<file path="config.mk">
export PLATFORM = sky130hd
export DESIGN_NAME = instruction_fetch_unit
export DESIGN_NICKNAME = d
export VERILOG_FILES = /design/src/rtl/instruction_fetch_unit.sv
export SDC_FILE = /design/constraint.sdc
export NUM_CORES = 1
export LEC_CHECK = 0
export BUFFER_PORTS_ARGS = -buffer_cell sky130_fd_sc_hd__buf_2
export CORE_ASPECT_RATIO = 0.5
export CORE_UTILIZATION = 49
export DETAILED_ROUTE_END_ITERATION = 10
export PLACE_DENSITY = 0.78
export SETUP_SLACK_MARGIN = 0.3
export SLEW_MARGIN = 15
export SYNTH_ARGS = -nofsm -noshare
export SYNTH_HDL_FRONTEND = slang
export SYNTH_SLANG_ARGS = --single-unit
</file>
<file path="constraint.sdc">
create_clock -name clk -period 4.66 [get_ports clk]
set_input_delay 0.699 -clock clk [delete_from_list [all_inputs] [get_ports clk]]
set_output_delay 0.699 -clock clk [all_outputs]
set_load 0.01 [all_outputs]
</file>
<file path="src/rtl/instruction_fetch_unit.sv">
// instruction_fetch_unit
//   Fetch stage in front of instruction_memory. Owns the PC, drives it onto the
//   memory's combinational read port, and registers the returned instruction
//   with its PC into an IF/ID slot handed to decode with valid/ready.
//   Redirects flush the slot. An out-of-range or misaligned fetch address
//   latches a sticky fault and parks the unit in HALT until reset.
//
// Ports:
//   clk, reset         clock (rising edge), async active-high reset
//   pc                 fetch address to instruction_memory
//   instruction_code   combinational read data for pc
//   id_ready           decode accepts the slot this cycle
//   redirect_valid     branch/jump taken, flush request
//   redirect_target    new fetch PC
//   if_valid, if_instr, if_pc   IF/ID output slot
//   fetch_fault        sticky fault flag (HALT)
//   fault_pc           offending PC
//
// Optional macro FETCH_PERF_CNT_EN adds saturating counters
//   perf_fetched, perf_stall, perf_flush.
//
// state | meaning
// IDLE  | one settle edge after reset, no fetch
// RUN   | normal fetch: redirect > stall > advance
// HALT  | fault taken, frozen until reset

module instruction_fetch_unit #(
    parameter logic [31:0] PC_RESET   = 32'h0000_0000,
    parameter int          IMEM_BYTES = 109,
    parameter logic [31:0] NOP_INSTR  = 32'h0000_0013
) (
    input  logic        clk,
    input  logic        reset,
    output logic [31:0] pc,
    input  logic [31:0] instruction_code,
    input  logic        id_ready,
    input  logic        redirect_valid,
    input  logic [31:0] redirect_target,
    output logic        if_valid,
    output logic [31:0] if_instr,
    output logic [31:0] if_pc,
    output logic        fetch_fault,
    output logic [31:0] fault_pc
`ifdef FETCH_PERF_CNT_EN
    ,
    output logic [31:0] perf_fetched,
    output logic [31:0] perf_stall,
    output logic [31:0] perf_flush
`endif
);

    typedef enum logic [1:0] {IDLE, RUN, HALT} state_t;

    // Largest word-aligned address whose full 4-byte word fits in memory.
    localparam logic [31:0] LAST_PC = 32'(((IMEM_BYTES - 4) / 4) * 4);

    state_t      state, state_nxt;
    logic [31:0] pc_nxt, instr_nxt, ifpc_nxt, fpc_nxt;
    logic        valid_nxt, fault_nxt;
    logic        do_fetch, do_stall, do_flush;

    function automatic logic pc_legal(input logic [31:0] a);
        return (a[1:0] == 2'b00) && (a <= LAST_PC);
    endfunction

    always_comb begin
        state_nxt = state;
        pc_nxt    = pc;
        valid_nxt = if_valid;
        instr_nxt = if_instr;
        ifpc_nxt  = if_pc;
        fault_nxt = fetch_fault;
        fpc_nxt   = fault_pc;
        do_fetch  = 1'b0;
        do_flush  = 1'b0;
        do_stall  = (state == RUN) && if_valid && !id_ready;
        case (state)
            IDLE: state_nxt = RUN;
            RUN: begin
                if (redirect_valid) begin
                    // Any slot accepted this cycle is simply dropped from
                    // our side; the flush empties the slot either way.
                    valid_nxt = 1'b0;
                    instr_nxt = NOP_INSTR;
                    if (!pc_legal(redirect_target)) begin
                        state_nxt = HALT;
                        fault_nxt = 1'b1;
                        fpc_nxt   = redirect_target;
                    end else begin
                        pc_nxt   = redirect_target;
                        do_flush = 1'b1;
                    end
                end else if (if_valid && !id_ready) begin
                    // stall: everything holds
                end else if (pc_legal(pc)) begin
                    // instruction_code is only looked at here, so X on the
                    // read port outside fetch edges never reaches state.
                    instr_nxt = instruction_code;
                    ifpc_nxt  = pc;
                    valid_nxt = 1'b1;
                    pc_nxt    = pc + 32'd4;
                    do_fetch  = 1'b1;
                end else begin
                    state_nxt = HALT;
                    fault_nxt = 1'b1;
                    fpc_nxt   = pc;
                    valid_nxt = 1'b0;
                    instr_nxt = NOP_INSTR;
                end
            end
            HALT: begin
                valid_nxt = 1'b0;
                instr_nxt = NOP_INSTR;
            end
            default: state_nxt = IDLE;
        endcase
    end

    always_ff @(posedge clk or posedge reset) begin
        if (reset) begin
            state       <= IDLE;
            pc          <= PC_RESET;
            if_valid    <= 1'b0;
            if_instr    <= NOP_INSTR;
            if_pc       <= 32'd0;
            fetch_fault <= 1'b0;
            fault_pc    <= 32'd0;
        end else begin
            state       <= state_nxt;
            pc          <= pc_nxt;
            if_valid    <= valid_nxt;
            if_instr    <= instr_nxt;
            if_pc       <= ifpc_nxt;
            fetch_fault <= fault_nxt;
            fault_pc    <= fpc_nxt;
        end
    end

`ifdef FETCH_PERF_CNT_EN
    // Events only occur in RUN, so the counters are naturally frozen in HALT.
    // A redirect that faults is not an accepted flush and is not counted.
    always_ff @(posedge clk or posedge reset) begin
        if (reset) begin
            perf_fetched <= 32'd0;
            perf_stall   <= 32'd0;
            perf_flush   <= 32'd0;
        end else begin
            if (do_fetch && perf_fetched != 32'hFFFF_FFFF)
                perf_fetched <= perf_fetched + 32'd1;
            if (do_stall && perf_stall != 32'hFFFF_FFFF)
                perf_stall <= perf_stall + 32'd1;
            if (do_flush && perf_flush != 32'hFFFF_FFFF)
                perf_flush <= perf_flush + 32'd1;
        end
    end
`else
    logic unused_perf;
    assign unused_perf = do_fetch ^ do_stall ^ do_flush;
`endif

endmodule
</file>
Word-level counts from Yosys, hierarchy flattened
Index checks and enable logic that the tools add are counted.
{ "totals": {"latchBits": 0, "romBits": 0, "regBits": 132, "mem_count": 0, "out_inout_bits": 130, "ram_bits": 0, "in_bits": 68} }
{ "op_classes": {"n_eq_ne": 9, "n_div": 0, "bitwise": 3, "mux": 25, "n_reduce_logical": 14, "shift": 0, "order_cmp": 2, "addsub": 1, "mul": 0} }
{ "op_table": {"columns": ["op", "count"], "rows": [
  ["$mux W32", 11],
  ["$le A32 B7 Y1 const B", 2],
  ["$pmux W32 S2", 1],
  ["$add A32 B3 Y32 const B", 1],
  ["$reduce_and A4 Y1", 4],
  ["$ne A3 B3 Y1 const B", 3],
  ["$mux W2", 4],
  ["$mux W1", 7],
  ["$logic_not A2 Y1", 3],
  ["$ne A2 B2 Y1 const B", 3],
  ["$pmux W2 S3", 1],
  ["$reduce_bool A2 Y1", 2],
  ["$logic_and A1 B1 Y1", 3],
  ["$not A1 Y1", 3],
  ["$eq A2 B1 Y1 const B", 1],
  ["$eq A2 B2 Y1 const B", 1],
  ["$ne A2 B1 Y1 const B", 1],
  ["$pmux W1 S2", 1],
  ["$reduce_and A2 Y1", 1],
  ["$logic_not A1 Y1", 1]
]} }

Logic depth before layout (Yosys ltp)
{ "logic_depth": {"ltp_word": 6, "mapped_depth": 10, "mapped_depth_nobuf": 7} }

Worst setup path before layout
OpenSTA, ideal clock, no wires.
{ "synth_timing": {"path_type": "input port to flip-flop", "startpoint": "input redirect_valid", "endpoint": "register if_pc[3]", "stages": 7, "n_path_buf": 2, "slack_ps": 2075, "t_arrival_ps": 2458, "cell_sequence": "nor4_1 -> nand3_1 -> or3_1 -> buf_2 -> a2111oi_4 -> buf_6 -> mux2_1"} }
{ "synth_via": {"elab_chain_len": 2} }
{ "synth_rtl": {"columns": ["element", "line", "source"], "rows": [
  ["start, declared", "37", "input logic redirect_valid,"],
  ["$not A1 Y1 (no line)", null, null],
  ["$reduce_and A4 Y1 (no line)", null, null],
  ["end signal, assigned", "133", "if_pc <= ifpc_nxt;"],
  ["end, declared", "41", "output logic [31:0] if_pc,"]
]} }
No other way between the ends.
A chain may end at the register's enable or synchronous reset.

Worst setup path after layout
{ "layout_timing": {"startpoint": "input redirect_valid", "endpoint": "register pc[3]"} }
{ "layout_via": {"elab_chain_len": 2, "word_cells_on_any_way": 5, "cone_classes": "eq/ne (2); mux (1); reduce/logical (2)"} }
{ "layout_rtl": {"columns": ["element", "line", "source"], "rows": [
  ["$ne A2 B1 Y1 (no line), or another cell as far along", null, null],
  ["$reduce_and A4 Y1 (no line)", null, null],
  ["end signal, assigned", "130", "pc <= pc_nxt;"],
  ["end, declared", "34", "output logic [31:0] pc,"]
]} }
Parallel ways exist; a longest one is shown, timed or not.

==> impl_results.md <==
- Flop2flop setup slack: 1.87 ns
- Syn-to-layout area delta: 32.5%
- # diodes: 0
- Multi-input logic area: 0.00186 mm2
- Nets: 695
- Final HPWL DP: 9430 um
- Worst path required time: 4.95 ns
- Register bit total from synthesis: 132
- Metal2 WL: 6630 um
- Fraction of layout instances using a drive strength above 1: 40.0%
- Initial antenna violation count: 0
- Site row count: 26
- Mapped Avg Cell Area: 12.3 um2
- IO Port Bufs: 197
- Highest routed layer: met4
- Clock Tree Buf Depth: 2
- Max Freq: 316 MHz
- Setup violators final: 0
- Largest net degree at the start of global routing: 69
- Syn Inst Count: 432
- Max-slew violations: 0
- Root Driver: clkbuf_16
- Post-DRT Antenna Nets: 0
- Worst R2R Path Depth: 6
- Met3 wire length: 975 um
- Fin Setup TNS: 0 ns
- Seq. cell area: 0.00331 mm2
- Clk_skew: 0.0111 ns
- Synth warnings: 0
- Worst IR Drop VDD: 296 uV
- Clk_lat worst skew: 0.41 ns
- Metal1 wirelength: 6210 um
- Maxcap violations: 0
- Worst slew margin: 23.4%
- DRT Wirelength: 14000 um
- Total number of vias: 4359
- Die area: 0.0113 mm2
- Most used DFF post-synth: dfrtp_1
- Syn Nets: 502
- Worst Hold Class: in2async
- H-tree depth: 4
- DRC viols: 0
- Total congestion overflow: 0
- TritonRoute pass-1 iters: 6
- Detailed Route Iter0 Violations: 402
- GR Util All Layers: 25.0%
- Number of global-route vias before repair: 3952
- Die X-Extent: 149 um
- Worst slew pin tran: 1.15 ns
- PwrDens: 638 mW/mm2
- I/O pins: 198
- Crit. End Element: flip-flop
- RSZ-0062 raised after global routing: no
- Clock-pin slew on the worst setup and hold paths: 0.06 ns
- CTS tree: yes
- Fin. Hold Viols: 0
- Status: complete, no violations
- Vias per inst: 5.60
- Data arrival time of the worst path: 3.46 ns
- Cell area after synthesis: 0.00530 mm2
- Number of library cell types mapped by synthesis: 38
- Maximum fanout along the worst path: 41
- Worst Setup Start Kind: input port
- Crit path kind: in2reg
- Post-CTS Hold Buffers: 0
- Final Cycle Share: 68.0%
- Setup slack after layout: 1.49 ns
- Initial core utilization: 51.2%
- FFs w/ async S/R, synth: 100%
- Fill count: 781
- Core Region: 0.0103 mm2
- Min Tclk post-route: 3.17 ns
- Sequential share of the synthesized area: 62.4%
- TritonCTS buffer count: 17
- Drt wl/cell: 18.0 um
- Height of the die: 75.6 um
- RD Place Congestion: 0.802
- Clock sinks: 132
- Post-cts sizing count: 0
- Post-CTS Setup Repair Bufs: 0
- First-pass GRT wire length: 21200 um
- Pre-CTS WS: 1.12 ns
- Number of synthesized flops with an enable pin: 0
- Leak: 3.69 nW
-- synthesized netlist by cell type, drive strengths merged (4+ instances only) --
cell	count	area, um2
mux2i	30	300
inv	7	26.3
dfrtp	129	3230
nand4	7	43.8
a21oi	36	180
clkbuf	25	93.8
mux2	8	90.1
a31oi	33	206
nor3	4	20.0
a22o	29	254
nor2b	28	175
buf	6	36.3
and2	24	150
o22a	4	35.0
nand3	4	20.0
nor4	13	81.3
nand2	10	37.5
o21ai	7	35.0
-- where the power goes --
part	leakage [nW]	switching [mW]	total, mW	internal (mW)
Clock	0.298	0.519	1.36	0.846
Sequential	1.70	0.226	1.71	1.49
Combinational	1.69	0.828	1.40	0.577
-- cells by family after synthesis --
group | after synthesis | synth area share, %
AOI/OAI and AO/OA | 121 | 15.6
adders and majority gates | 2 | 0.472
buffers and inverters | 38 | 2.95
DFF | 132 | 62.4
muxes | 38 | 7.36
and+or+nand+nor | 101 | 11.3
-- cell usage in the layout, fill, tap and decap left out, types with 4 or more instances in the layout --
cell type,instances
a22o_1,29
mux2i_1,30
buf_4,8
buf_2,197
nor2b_1,28
and2_1,24
clkbuf_16,17
nand2_1,10
nand3_1,4
dfrtp_1,129
clkinv_4,6
a21oi_1,35
nand4_1,7
o21ai_0,6
inv_1,6
mux2_2,5
nor4_1,13
a31oi_1,33
o22a_1,4
-- stage by stage --
stage / total power [mW] / instance area (um2) / cells / hold slack (ns) / utilization [%]
after CTS: 4.50 / 7020 / 778 / 0.475 / 67.9
final: 4.48 / 7020 / 778 / 0.466 / 67.9
after detailed placement: 3.12 / 6410 / 746 / 0.462 / 62.0
after global routing: 4.72 / 7020 / 778 / 0.499 / 67.9
after global placement: 3.08 / 6410 / 746 / 0.458 / 62.0
after floorplan: 2.54 / 5300 / 432 / 0.480 / -
-- path summary, 6_finish.rpt --
| path | from | endpoint |
|---|---|---|
| min in group clk | fetch_fault | fetch_fault |
| max | redirect_valid | pc[3] |
| max in group asynchronous | reset | pc[9] |
| min reg2reg | fetch_fault | fetch_fault |
| min | reset | if_pc[13] |
| max reg2reg | pc[21] | if_pc[17] |
-- per-layer routing --
| layer | up-vias | GRT usage [%] |
|---|---|---|
| li1 | 1981 | - |
| met1 | 2158 | 34.8 |
| met2 | 196 | 37.6 |
| met3 | 24 | 6.65 |
| met4 | 0 | 10.8 |
| met5 | - | 0 |
-- cell type report --
type | count | share of cell area [%]
sequential | 132 | 47.1
multi-input combinational | 262 | 26.5
timing repair buffer | 205 | 14.9
clock buffer | 17 | 6.06
clock inverter | 15 | 2.60
tap | 140 | 2.49
inverter | 7 | 0.410
-- worst max-delay path, cell delays in order --
cell	delay, ns
buf_2	0.78
nor4b_1	0.30
nand4_1	0.20
nor3_1	0.58
o21ai_2	0.46
mux2_2	0.41
-- flip-flops by register name, indices dropped and copies added (netlist names) --
signal	count
pc	32
fault_pc	32
if_instr	32
if_pc	32
state	2
if_valid	1
fetch_fault	1
(Power assumes the default switching activity.)
